<file path="src/rtl/enigma_stream_ctrl.sv">
// Host-side stream controller for the enigma core: input FIFO, single-outstanding
// request FSM with a watchdog, and an output FIFO back to the host.
module enigma_stream_ctrl #(
  parameter int unsigned DEPTH   = 16,
  parameter int unsigned TIMEOUT = 64,
  parameter int unsigned CNT_W   = 16
) (
  input  logic             clk,
  input  logic             reset,
  input  logic             in_valid,
  input  logic [7:0]       in_data,
  output logic             in_ready,
  output logic             out_valid,
  output logic [7:0]       out_data,
  input  logic             out_ready,
  output logic             eng_valid,
  output logic [7:0]       eng_din,
  input  logic             eng_done,
  input  logic [7:0]       eng_dout,
  output logic             busy,
  output logic             timeout_err,
  output logic [CNT_W-1:0] char_count
);

  localparam int unsigned AW = $clog2(DEPTH);
  localparam int unsigned CW = $clog2(DEPTH + 1);
  localparam int unsigned TW = $clog2(TIMEOUT);

  typedef enum logic [1:0] {ST_IDLE, ST_ISSUE, ST_WAIT, ST_STORE} state_e;

  state_e           state_q, state_d;
  logic [7:0]       cur_q, cur_d;
  logic [7:0]       result_q, result_d;
  logic [TW-1:0]    timer_q, timer_d;
  logic             err_q, err_d;
  logic [CNT_W-1:0] cnt_q, cnt_d;
  logic             eng_valid_q, eng_valid_d;
  logic [7:0]       eng_din_q, eng_din_d;
  logic             busy_q, busy_d;

  logic [7:0]       in_mem_q [DEPTH];
  logic [7:0]       in_mem_d [DEPTH];
  logic [AW-1:0]    in_wr_q, in_wr_d, in_rd_q, in_rd_d;
  logic [CW-1:0]    in_cnt_q, in_cnt_d;
  logic             in_ready_q, in_ready_d;

  logic [7:0]       out_mem_q [DEPTH];
  logic [7:0]       out_mem_d [DEPTH];
  logic [AW-1:0]    out_wr_q, out_wr_d, out_rd_q, out_rd_d;
  logic [CW-1:0]    out_cnt_q, out_cnt_d;
  logic             out_valid_q, out_valid_d;
  logic [7:0]       out_data_q, out_data_d;

  logic             in_push, in_pop, out_push, out_pop;

  assign in_push = in_valid && in_ready_q;
  assign out_pop = out_valid_q && out_ready;

  // Request sequencer: one character outstanding; output space is checked before the pop.
  always_comb begin
    state_d     = state_q;
    cur_d       = cur_q;
    result_d    = result_q;
    timer_d     = timer_q;
    err_d       = err_q;
    cnt_d       = cnt_q;
    eng_valid_d = 1'b0;
    eng_din_d   = eng_din_q;
    in_pop      = 1'b0;
    out_push    = 1'b0;
    unique case (state_q)
      ST_IDLE: begin
        if ((in_cnt_q != '0) && (out_cnt_q != CW'(DEPTH))) begin
          in_pop = 1'b1;
          cur_d  = in_mem_q[in_rd_q];
          if ((cur_d >= 8'h41) && (cur_d <= 8'h5A)) begin
            state_d     = ST_ISSUE;
            eng_valid_d = 1'b1;
            eng_din_d   = cur_d;
          end else begin
            result_d = cur_d;
            state_d  = ST_STORE;
          end
        end
      end
      ST_ISSUE: begin
        timer_d = '0;
        state_d = ST_WAIT;
      end
      ST_WAIT: begin
        if (eng_done) begin
          result_d = eng_dout;
          state_d  = ST_STORE;
        end else if (timer_q == TW'(TIMEOUT - 1)) begin
          err_d   = 1'b1;
          state_d = ST_IDLE;
        end else begin
          timer_d = timer_q + TW'(1);
        end
      end
      ST_STORE: begin
        out_push = 1'b1;
        cnt_d    = cnt_q + CNT_W'(1);
        state_d  = ST_IDLE;
      end
      default: state_d = ST_IDLE;
    endcase
    busy_d = (state_d != ST_IDLE);
  end

  // FIFO bookkeeping; out_data tracks the head that will be visible after this edge.
  always_comb begin
    in_mem_d  = in_mem_q;
    out_mem_d = out_mem_q;
    if (in_push) in_mem_d[in_wr_q] = in_data;
    if (out_push) out_mem_d[out_wr_q] = result_q;
    in_wr_d   = in_wr_q + AW'(in_push);
    in_rd_d   = in_rd_q + AW'(in_pop);
    in_cnt_d  = in_cnt_q + CW'(in_push) - CW'(in_pop);
    out_wr_d  = out_wr_q + AW'(out_push);
    out_rd_d  = out_rd_q + AW'(out_pop);
    out_cnt_d = out_cnt_q + CW'(out_push) - CW'(out_pop);
    in_ready_d  = (in_cnt_d != CW'(DEPTH));
    out_valid_d = (out_cnt_d != '0);
    if (out_push && ((out_cnt_q - CW'(out_pop)) == '0)) out_data_d = result_q;
    else                                                 out_data_d = out_mem_q[out_rd_d];
  end

  always_ff @(posedge clk) begin
    if (reset) begin
      state_q     <= ST_IDLE;
      cur_q       <= '0;
      result_q    <= '0;
      timer_q     <= '0;
      err_q       <= 1'b0;
      cnt_q       <= '0;
      eng_valid_q <= 1'b0;
      eng_din_q   <= '0;
      busy_q      <= 1'b0;
      in_wr_q     <= '0;
      in_rd_q     <= '0;
      in_cnt_q    <= '0;
      in_ready_q  <= 1'b1;
      out_wr_q    <= '0;
      out_rd_q    <= '0;
      out_cnt_q   <= '0;
      out_valid_q <= 1'b0;
      out_data_q  <= '0;
    end else begin
      state_q     <= state_d;
      cur_q       <= cur_d;
      result_q    <= result_d;
      timer_q     <= timer_d;
      err_q       <= err_d;
      cnt_q       <= cnt_d;
      eng_valid_q <= eng_valid_d;
      eng_din_q   <= eng_din_d;
      busy_q      <= busy_d;
      in_wr_q     <= in_wr_d;
      in_rd_q     <= in_rd_d;
      in_cnt_q    <= in_cnt_d;
      in_ready_q  <= in_ready_d;
      out_wr_q    <= out_wr_d;
      out_rd_q    <= out_rd_d;
      out_cnt_q   <= out_cnt_d;
      out_valid_q <= out_valid_d;
      out_data_q  <= out_data_d;
    end
  end

  // Storage arrays carry no reset; validity lives in the pointers and counts.
  always_ff @(posedge clk) begin
    in_mem_q  <= in_mem_d;
    out_mem_q <= out_mem_d;
  end

  assign in_ready    = in_ready_q;
  assign out_valid   = out_valid_q;
  assign out_data    = out_data_q;
  assign eng_valid   = eng_valid_q;
  assign eng_din     = eng_din_q;
  assign busy        = busy_q;
  assign timeout_err = err_q;
  assign char_count  = cnt_q;

endmodule
</file>
<file path="config.mk">
export PLATFORM = sky130hd
export DESIGN_NAME = enigma_stream_ctrl
export DESIGN_NICKNAME = d
export VERILOG_FILES = /design/src/rtl/enigma_stream_ctrl.sv
export SDC_FILE = /design/constraint.sdc
export NUM_CORES = 1
export LEC_CHECK = 0
export ABC_AREA = 1
export CAP_MARGIN = 20
export CORE_MARGIN = 2
export CORE_UTILIZATION = 35
export CTS_CLUSTER_DIAMETER = 120
export CTS_CLUSTER_SIZE = 28
export DETAILED_ROUTE_END_ITERATION = 8
export PLACE_DENSITY = 0.58
export SETUP_SLACK_MARGIN = 0.5
export SYNTH_ARGS = -nofsm -noshare
export SYNTH_HDL_FRONTEND = slang
export SYNTH_SLANG_ARGS = --single-unit
</file>
<file path="constraint.sdc">
create_clock -name clk -period 2.65 [get_ports clk]
set_input_delay 0.265 -clock clk [delete_from_list [all_inputs] [get_ports clk]]
set_output_delay 0.265 -clock clk [all_outputs]
set_load 0.02 [all_outputs]
</file>
==> impl_metrics.yaml <==
logic_synthesis:
  synth_edf_count: 256
  synth_most_common_cell: "edfxtp_1"
  ys_seq_elements: 335
  synth_cell_type_count: 42
  synth_seq_area_share_pct: 65.7
  yosys-top-cells-count: "256 x edfxtp_1, 216 x nor2_1, 198 x nand2_1, 127 x inv_1, 104 x o21ai_0"
  synth_cells: 1328
  avgSynthCellArea_um2: 10.6
  yosys_warnings: 0
  synthesis.nets: 1374
  syn-cell-area_um2: 14100
  synthFlopType: "edfxtp_1"
  yosys.area.top_type_share_pct: 54.5
  synth_top_area_cell: "edfxtp_1"
  yosys-top-cells-area: "edfxtp_1 55%, dfxtp_1 11%, nor2_1 5.8%, nand2_1 5.3%, o21ai_0 3.7%"
  async_reset_ff_share_pct: 0
drt:
  wirelength_um: 34800
  drc: 0
  vias_per_cell: 4.97
  vias: 9810
  first_pass_iters: 5
  drt_iter0_markers: 791
  ant_nets: 0
  wl_per_cell_um: 17.6
setup_path:
  path_cells: "inv_2, ha_4, inv_2, nor4_4, a21oi_2, nand2_2, inv_4, nand2_4, nand2_4, ha_4, fa_2, nand2_2, nand2_2, a21oi_2, o21ai_1, a21oi_2, nand4_1"
  critPathSlowestCell: "fa_2"
  critical_path_class: "flip-flop to flip-flop"
  crit_arrival_ns: 2.81
  cp.required_ns: 3.07
  crit_path_end_kind: "flip-flop"
  cp-start-kind: "flip-flop"
  ff2ff_path_depth: 17
  slowest_delay_ns: 0.37
  crit_fanout: 3
grt:
  globalRouteOverflowTotal: 0
  grt_antenna_before_repair: 0
  grt_pass1_wl_um: 53200
  track_usage_pct: 16.1
  top_usage_layer: "met2"
  grt_pass1_vias: 9420
  grt_max_degree: 47
  use_met2_pct: 26.7
  met1_usage_pct: 22.3
  grt_util_met3_pct: 2.40
timing:
  max_freq_mhz: 418
  relSlewSlack_pct: 45.8
  finalCritPeriodShare_pct: 90.2
  drv_slew: 0
  finalSetupTns_ns: 0
  worst_pin_slew_ns: 0.811
  fin_crit_ns: 2.39
  setup_violations: 0
  setup_slack_ns: 0.260
  skew_ns: 0.0431
  finalHoldViolCount: 0
  rsz0062_at_grt: "true"
power:
  report.power.total_uw: 15400
  p_per_area_nw_per_um2: 914
  leakage_uw: 0.00612
  peakVddDrop_v: 0.000497
clocking:
  numCtsBuffers: 16
  htreeDepth: 1
  cts_sinks: 335
  cts_buffer_depth: 3
  clk_latency_ns: 0.52
  cts_tree: "done"
  postCtsHoldBufs: 0
  path_clk_slew_ns: 0.11
  cts_root_buf: "clkbuf_16"
placed_design:
  dp.cells: 1911
  place_ws_ns: 0.0825
  numPortBuffers: 57
  gp_congestion: 0.816
  dp_hpwl_um: 21500
final_layout:
  drive_above_1_share_pct: 14.6
  diodes: 0
  final_util_pct: 42.4
  syn_to_final_growth_pct: 19.4
  final_cells: 1973
  multi_input_area_um2: 4350
  fill_cells: 3726
  seq_area_um2: 9290
  finalNetCount: 1484
floorplan:
  rows: 73
  fp.coreArea_um2: 39700
  initial_core_util_pct: 35.5
  die-area_um2: 41900
  die_w_um: 205
  io_pins: 58
  die_h_um: 205
worst_hold_path:
  hp-class: "primary input to flip-flop"
  whs_path_depth: 3
outcome:
  status: "finished clean"
flow_run:
  cap_violations: 0
what timing repair did:
| action | 4_1_cts | 5_1_grt |
|---|---|---|
| gates cloned | 1 | 7 |
| setup endpoints to repair | 27 | 35 |
| gates resized for setup | 18 | 82 |
| pin swaps | 7 | 23 |
| setup buffers | 12 | 14 |
per-stage QoR:
step	area, um^2	hold slack [ns]
floorplan	14100	0.364
global placement	15600	0.430
detailed placement	15600	0.439
CTS	16300	0.310
global route	16800	0.349
finish	16800	0.321
layout by cell type, fill, tap and decap left out, drive strengths merged:
| cell | synthesis | routed |
|---|---|---|
| a211oi | 1 | 1 |
| a21oi | 31 | 31 |
| a31oi | 15 | 15 |
| a41oi | 1 | 1 |
| buf | 32 | 91 |
| clkbuf | 27 | 29 |
| clkdlybuf4s50 | 0 | 56 |
| clkinv | 3 | 5 |
| clkinvlp | 0 | 1 |
| dfxtp | 79 | 79 |
| edfxtp | 256 | 256 |
| fa | 2 | 2 |
| ha | 23 | 23 |
| inv | 130 | 130 |
| nand2 | 201 | 201 |
| nand3 | 98 | 98 |
| nand4 | 8 | 8 |
| nor2 | 218 | 218 |
| nor3 | 20 | 20 |
| nor3b | 4 | 4 |
| nor4 | 4 | 4 |
| o211ai | 13 | 13 |
| o21a | 3 | 3 |
| o21ai | 110 | 110 |
| o221ai | 17 | 17 |
| o22ai | 15 | 15 |
| o31ai | 1 | 1 |
| or2 | 1 | 1 |
| xnor2 | 7 | 7 |
| xor2 | 8 | 8 |
cells by family (layout without fill, tap and decap cells):
family / Yosys count / count (layout) / synth area share [%]
buffers and inverters: 192 / 312 / 5.73
DFF: 335 / 335 / 65.7
and+or+nand+nor: 554 / 554 / 16.8
xor gates and xnor gates: 15 / 15 / 0.932
adders and majority gates: 25 / 25 / 2.33
AOI/OAI and AO/OA: 207 / 207 / 8.48
worst paths after layout:
| check | startpoint | to | slack, ns |
|---|---|---|---|
| max | in_cnt_q[3] | in_ready | 0.26 |
| min | reset | char_count[4] | 0.32 |
| max reg2reg | in_cnt_q[3] | in_ready | 0.26 |
| min reg2reg | eng_din[5] | eng_din[5] | 0.45 |
critical path: cells and delay by family, from the launching register on:
kind | cells | cell delay, ns
buffers and inverters | 3 | 0.17
and+or+nand+nor | 7 | 0.67
AOI/OAI and AO/OA | 4 | 0.45
DFF | 1 | 0.34
adders and majority gates | 3 | 0.66
registers in the layout, summed over array words and instances (netlist names), 5 cells and up:
signal and flops:
out_mem_q 128, out_data 8, eng_din 8, result_q 8, char_count 16, timer_q 6, out_cnt_q 5, in_cnt_q 5
in_mem_q 128
routing by layer:
metal / routed length, um / vias up
li1: - / 4765
met1: 15700 / 4755
met2: 16500 / 253
met3: 2030 / 37
met4: 543 / 0
met5: 0 / -
power breakdown:
group	leakage, uW	total (uW)	internal (uW)	switching (uW)
sequential	0.00298	6690	6210	479
combinational	0.00291	5810	2340	3470
clock	0.000235	2880	1240	1650
final cells by class:
cell class / instances / share of cell area, %
clock buffers: 26 / 2.73
repair inverters: 1 / 0.0520
inverters: 133 / 3.11
repair buffers: 150 / 8.97
multi-input cells: 801 / 25.9
flip-flops and latches: 335 / 55.2
well taps: 525 / 3.90
clock inverters: 2 / 0.208
No activity file was read; power rests on OpenSTA's default activity.
